<file path="src/rtl/riscv_mon_pkg.sv">
// Shared definitions for the retire-stream run monitor.
// State encoding, halt opcode and state helpers.
package riscv_mon_pkg;

    typedef enum logic [1:0] {
        ST_IDLE    = 2'd0,
        ST_RUN     = 2'd1,
        ST_HALTED  = 2'd2,
        ST_TIMEOUT = 2'd3
    } mon_state_e;

    localparam logic [31:0] JAL_SELF = 32'h0000_006F;

    function automatic logic is_live(input mon_state_e s);
        return (s == ST_IDLE) || (s == ST_RUN);
    endfunction

endpackage

</file>
<file path="src/rtl/mon_log_fifo.sv">
// Synchronous show-ahead FIFO for the monitor's store log.
// A push into a full FIFO succeeds only when a pop frees a slot that cycle.
module mon_log_fifo
    import riscv_mon_pkg::*;
#(
    parameter int DEPTH = 8,
    parameter int WIDTH = 128
) (
    input  logic                     clk,
    input  logic                     reset,
    input  logic                     push,
    input  logic [WIDTH-1:0]         push_data,
    output logic                     full,
    input  logic                     pop,
    output logic                     valid,
    output logic [WIDTH-1:0]         head,
    output logic [$clog2(DEPTH):0]   count
);

    localparam int AW = $clog2(DEPTH);
    localparam logic [AW:0] FULL_CNT = (AW+1)'(DEPTH);

    logic [WIDTH-1:0] mem [DEPTH];
    logic [AW-1:0]    wr_ptr;
    logic [AW-1:0]    rd_ptr;
    logic             do_push;
    logic             do_pop;

    assign valid   = (count != '0);
    assign full    = (count == FULL_CNT);
    assign do_pop  = pop && valid;
    assign do_push = push && (!full || do_pop);
    assign head    = valid ? mem[rd_ptr] : '0;

    always_ff @(posedge clk) begin
        if (reset) begin
            wr_ptr <= '0;
            rd_ptr <= '0;
            count  <= '0;
        end else begin
            if (do_push)
                wr_ptr <= wr_ptr + AW'(1);
            if (do_pop)
                rd_ptr <= rd_ptr + AW'(1);
            case ({do_push, do_pop})
                2'b10:   count <= count + (AW+1)'(1);
                2'b01:   count <= count - (AW+1)'(1);
                default: count <= count;
            endcase
        end
    end

    always_ff @(posedge clk) begin
        if (do_push)
            mem[wr_ptr] <= push_data;
    end

endmodule

</file>
<file path="src/rtl/riscv_retire_monitor.sv">
// Retire-stream run monitor: shadow registers, run counters,
// halt/timeout detection and a drainable store log.
module riscv_retire_monitor
    import riscv_mon_pkg::*;
#(
    parameter int XLEN        = 64,
    parameter int NUM_WATCH   = 7,
    parameter int WATCH_BASE  = 0,
    parameter int HALT_REPEAT = 3,
    parameter int MAX_CYCLES  = 1000,
    parameter int LOG_DEPTH   = 8
) (
    input  logic                      clk,
    input  logic                      reset,
    input  logic                      retire_valid,
    input  logic [XLEN-1:0]           pc,
    input  logic [31:0]               instruction,
    input  logic                      reg_write,
    input  logic [4:0]                rd,
    input  logic [XLEN-1:0]           rd_data,
    input  logic                      mem_write,
    input  logic [XLEN-1:0]           mem_addr,
    input  logic [XLEN-1:0]           mem_data,
    output logic [NUM_WATCH*XLEN-1:0] watch_vals,
    output logic [31:0]               cycle_count,
    output logic [31:0]               instr_count,
    output logic [1:0]                state,
    output logic                      halted,
    output logic                      timed_out,
    output logic                      log_valid,
    input  logic                      log_ready,
    output logic [XLEN-1:0]           log_addr,
    output logic [XLEN-1:0]           log_data,
    output logic                      log_overflow
);

    localparam int RW = $clog2(HALT_REPEAT + 1);
    localparam int LW = 2 * XLEN;

    typedef struct packed {
        logic [XLEN-1:0] addr;
        logic [XLEN-1:0] data;
    } log_entry_t;

    mon_state_e      state_q, state_d;
    logic [31:0]     cycle_q, instr_q;
    logic [RW-1:0]   rep_q, rep_d;
    logic [XLEN-1:0] prev_pc_q;
    logic            have_prev_q;
    logic            ovf_q;
    logic [XLEN-1:0] shadow_q [NUM_WATCH];

    logic            live, accept, pc_match;
    logic            halt_hit, timeout_hit;
    logic            push, pop, drop, log_full, log_empty;
    logic [$clog2(LOG_DEPTH):0] log_count;
    log_entry_t      push_e, head_e;

    assign live        = is_live(state_q);
    assign accept      = retire_valid && live;
    assign pc_match    = have_prev_q && (pc == prev_pc_q);
    assign rep_d       = pc_match ? rep_q + RW'(1) : '0;
    assign timeout_hit = live && (cycle_q == 32'(MAX_CYCLES - 1));
    assign halt_hit    = accept &&
                         ((pc_match && rep_d >= RW'(HALT_REPEAT - 1)) ||
                          instruction == JAL_SELF);

    always_comb begin
        state_d = state_q;
        unique case (state_q)
            ST_IDLE, ST_RUN: begin
                if (accept)
                    state_d = ST_RUN;
                // A halt outranks a timeout landing on the same edge
                if (halt_hit)
                    state_d = ST_HALTED;
                else if (timeout_hit)
                    state_d = ST_TIMEOUT;
            end
            default: state_d = state_q;
        endcase
    end

    always_ff @(posedge clk) begin
        if (reset) begin
            state_q     <= ST_IDLE;
            cycle_q     <= '0;
            instr_q     <= '0;
            rep_q       <= '0;
            prev_pc_q   <= '0;
            have_prev_q <= 1'b0;
            ovf_q       <= 1'b0;
        end else begin
            state_q <= state_d;
            // Counter holds at MAX_CYCLES-1 as the run times out
            if (live && !timeout_hit)
                cycle_q <= cycle_q + 32'd1;
            if (accept) begin
                instr_q     <= instr_q + 32'd1;
                rep_q       <= rep_d;
                prev_pc_q   <= pc;
                have_prev_q <= 1'b1;
            end
            if (drop)
                ovf_q <= 1'b1;
        end
    end

    always_ff @(posedge clk) begin
        if (reset) begin
            for (int i = 0; i < NUM_WATCH; i++)
                shadow_q[i] <= '0;
        end else if (accept && reg_write && rd != 5'd0) begin
            for (int i = 0; i < NUM_WATCH; i++)
                if (rd == 5'(WATCH_BASE + i))
                    shadow_q[i] <= rd_data;
        end
    end

    for (genvar g = 0; g < NUM_WATCH; g++) begin : g_watch
        assign watch_vals[g*XLEN +: XLEN] = shadow_q[g];
    end

    assign log_empty = (log_count == '0);
    assign pop       = log_ready && !log_empty;
    assign push      = accept && mem_write;
    assign drop      = push && log_full && !pop;
    assign push_e    = '{addr: mem_addr, data: mem_data};

    mon_log_fifo #(
        .DEPTH (LOG_DEPTH),
        .WIDTH (LW)
    ) u_log (
        .clk       (clk),
        .reset     (reset),
        .push      (push),
        .push_data (push_e),
        .full      (log_full),
        .pop       (pop),
        .valid     (log_valid),
        .head      (head_e),
        .count     (log_count)
    );

    assign log_addr     = head_e.addr;
    assign log_data     = head_e.data;
    assign log_overflow = ovf_q;
    assign cycle_count  = cycle_q;
    assign instr_count  = instr_q;
    assign state        = state_q;
    assign halted       = (state_q == ST_HALTED);
    assign timed_out    = (state_q == ST_TIMEOUT);

endmodule

</file>
<file path="config.mk">
export PLATFORM = sky130hd
export DESIGN_NAME = riscv_retire_monitor
export DESIGN_NICKNAME = d
export VERILOG_FILES = /design/src/rtl/riscv_mon_pkg.sv /design/src/rtl/mon_log_fifo.sv /design/src/rtl/riscv_retire_monitor.sv
export SDC_FILE = /design/constraint.sdc
export NUM_CORES = 2
export LEC_CHECK = 0
export ABC_AREA = 1
export CAP_MARGIN = 0
export CORE_ASPECT_RATIO = 0.8
export CORE_UTILIZATION = 38
export DETAILED_ROUTE_END_ITERATION = 8
export GPL_ROUTABILITY_DRIVEN = 0
export SLEW_MARGIN = 5
export SYNTH_ARGS = -nofsm -noshare
export SYNTH_HDL_FRONTEND = slang
export SYNTH_SLANG_ARGS = --single-unit
</file>
<file path="constraint.sdc">
create_clock -name clk -period 8.72 [get_ports clk]
set_input_delay 1.308 -clock clk [delete_from_list [all_inputs] [get_ports clk]]
set_output_delay 1.308 -clock clk [all_outputs]
set_load 0.01 [all_outputs]
</file>
==> flow_metrics.py <==
metrics = {
    "floorplan": {
        "die_area_mm2": 0.167,
        "die_h_um": 366,
        "coreArea_mm2": 0.164,
        "die-width_um": 457,
        "ioPinCount": 945,
        "num_rows": 133,
        "initial_utilization_pct": 38.3,
    },
    "detailed_routing": {
        "ant_nets": 0,
        "drtIter0Drc": 4377,
        "drc_errors": 0,
        "dr_total_vias": 43300,
        "firstDrtPassIters": 8,
        "wl_per_cell_um": 24.2,
        "via_per_inst": 5.17,
        "drt_wl_total_um": 203000,
    },
    "timing": {
        "setup_slack_ns": 2.70,
        "period_needed_ns": 6.02,
        "finalHoldViolCount": 0,
        "fin_tns_setup_ns": 0,
        "period_share_pct": 69.1,
        "worst_pin_slew_ns": 1.33,
        "max-slew-margin-rel_pct": 11.1,
        "setup_viol": 0,
        "slew_viol_final": 0,
        "grt_setup_unrepaired": "false",
        "max_freq_mhz": 166,
        "finalClockSkew_ns": 0.0345,
    },
    "layout": {
        "fillers": 14400,
        "drive_gt1_share_pct": 4.95,
        "multi_input_area_mm2": 0.0138,
        "regArea_mm2": 0.0472,
        "mostFrequentLayoutCells": "1472 x edfxtp_1, 1311 x nor2_1, 943 x clkdlybuf4s50_1",
        "area.growth.synth_to_final_pct": 27.3,
        "final_common_cell": "edfxtp_1",
        "fin_nets": 6374,
    },
    "critical_path": {
        "worstSetupPathType": "register to primary output",
        "cp-start-kind": "register",
        "critPathArrivalTime_ns": 4.71,
        "cp-end-kind": "primary output",
        "reg2reg_depth": 9,
        "critPathMaxFanout": 195,
        "r2r_start": "state[1]",
        "r2r_setup_slack_ns": 4.43,
        "r2r-end": "u_log.mem[4][81]",
        "required_ns": 7.41,
    },
    "placement": {
        "dp_slack_ns": 3.09,
        "hpwl_um": 128000,
        "port_buffers": 944,
    },
    "global_route": {
        "antenna_found_initial": 37,
        "groute.usage.overall_pct": 23.5,
        "grt_use_met3_pct": 6.67,
        "grt_pass1_wl_um": 288000,
        "grt_max_degree": 263,
        "grt-ovfl-total": 0,
        "use_met2_pct": 37.3,
        "met1_usage_pct": 29.9,
        "grt_pass1_vias": 39700,
        "grt.busiest_layer": "met2",
    },
    "clock_tree": {
        "cts_hold_buf": 0,
        "cts_setup_buffers": 0,
        "path_clk_slew_ns": 0.06,
        "cts_resized": 0,
        "h-tree-depth": 4,
        "cts_max_path_buffers": 3,
        "cts_inserted_buffers": 163,
        "cts_tree": "built",
        "worstSkewPairLatency_ns": 0.82,
        "root_buffer": "clkbuf_16",
        "clock-sinks": 1619,
    },
    "power": {
        "p_per_area_mw_per_mm2": 249,
        "p_leak_nw": 27.4,
        "vdd_drop_max_v": 0.000219,
        "p_total_mw": 20.0,
    },
    "yosys": {
        "synth_flop_cell": "edfxtp_1",
        "ys_ff_latch": 1619,
        "netlist_instances": 5152,
        "synthTopCellsByArea": "edfxtp_1 70%, nor2_1 7.9%, o21ai_0 5.9%",
        "syn_area_per_cell_um2": 12.2,
        "yosysTopAreaCell": "edfxtp_1",
        "synth_edf_count": 1472,
        "syn_area_mm2": 0.0629,
        "yosysTopAreaCellShare_pct": 70.3,
        "async_flop_share_pct": 0,
        "seq_area_frac_synth_pct": 75.0,
        "yosys_warnings": 0,
        "yosysUniqueCellTypes": 41,
    },
    "run_status": {
        "status": "complete, no violations",
    },
    "run": {
        "drv_cap": 0,
    },
    "worst_hold_path": {
        "hold_path.class": "register to register",
        "hold_start": "u_log.rd_ptr[2]",
        "hold_depth": 2,
    },
}
==> cells in the mapped netlist, types with 10 or more instances <==
library cell  instances
nor3_1               38
buf_2                67
edfxtp_1           1472
a31oi_1             128
nand2_1             311
nor2_1             1319
nand3_1              39
o21ai_1              10
clkbuf_1            188
o21ai_0             739
xnor2_1              16
inv_1               284
o22ai_1             130
buf_1                31
dfxtp_1             147
xor2_1               35
nand4_1              19
a21oi_1             113
==> cells by family (layout without fill, tap and decap cells) <==
logic type / Yosys count / after routing / synth area share, %
simple gates: 1765 / 1765 / 11.0
flops: 1619 / 1619 / 75.0
fa+ha+maj: 7 / 7 / 0.151
xor+xnor: 51 / 51 / 0.710
buf+inv: 583 / 1567 / 3.66
other cells: 1 / 77 / 0.00596
compound gates: 1126 / 1126 / 9.50
==> metrics by stage <==
stage          utilization, %  instance area (um^2)  hold WS (ns)  cells
6_report                 48.7                 80000         0.467   8372
3_5_place_dp             45.5                 74700         0.461   8063
2_1_floorplan               -                 63100         0.433   5215
5_1_grt                  48.7                 80000         0.491   8368
3_3_place_gp             45.5                 74700         0.446   8063
4_1_cts                  48.7                 80000         0.468   8359
==> area by class of cell <==
cell class                      count  area share (%)
Clock inverter                     85            1.22
Multi-Input combinational cell   3013            17.3
Inverter                          290            1.40
Sequential cell                  1619            58.9
Clock buffer                      211            5.41
Tap cell                         2160            3.38
Timing Repair Buffer              981            12.4
Antenna cell                       13          0.0407
==> per-layer routing <==
layer  vias up  wire [um]
li1      19900          -
met1     21200      80200
met2      1764      95300
met3       361      17700
met4        42       9290
met5         -        253
==> critical path, cell delays in order (launching register included) <==
cell	delay [ns]
dfxtp_4	0.67
buf_4	0.77
buf_12	0.59
o21ai_0	0.21
o22ai_1	0.20
o21ai_0	0.11
a31oi_1	0.41
clkdlybuf4s50_1	0.63
==> sequential cells by signal (all words and copies together), names as in the netlist, named ones only <==
register      count
u_log.wr_ptr      3
shadow_q        448
instr_count      32
log_overflow      1
cycle_count      32
u_log.count       4
rep_q             2
prev_pc_q        64
u_log.rd_ptr      3
u_log.mem      1024
state             2
have_prev_q       1
==> report_power, final <==
part	switching (mW)	leakage [nW]	internal, mW
clock	3.06	2.59	4.01
sequential	0.128	15.0	8.67
combinational	2.53	9.75	1.56
==> worst max path at each step <==
| stage | end | slack (ns) |
|---|---|---|
| 2_1_floorplan | u_log.mem[0][0] | 0.74 |
| 3_3_place_gp | u_log.mem[4][72] | 3.12 |
| 3_5_place_dp | u_log.mem[4][72] | 3.09 |
| 4_1_cts | log_addr[10] | 2.74 |
| 5_1_grt | log_addr[10] | 2.46 |
| 6_report | log_addr[10] | 2.70 |
Note: power is estimated with default switching activity, not from simulation.
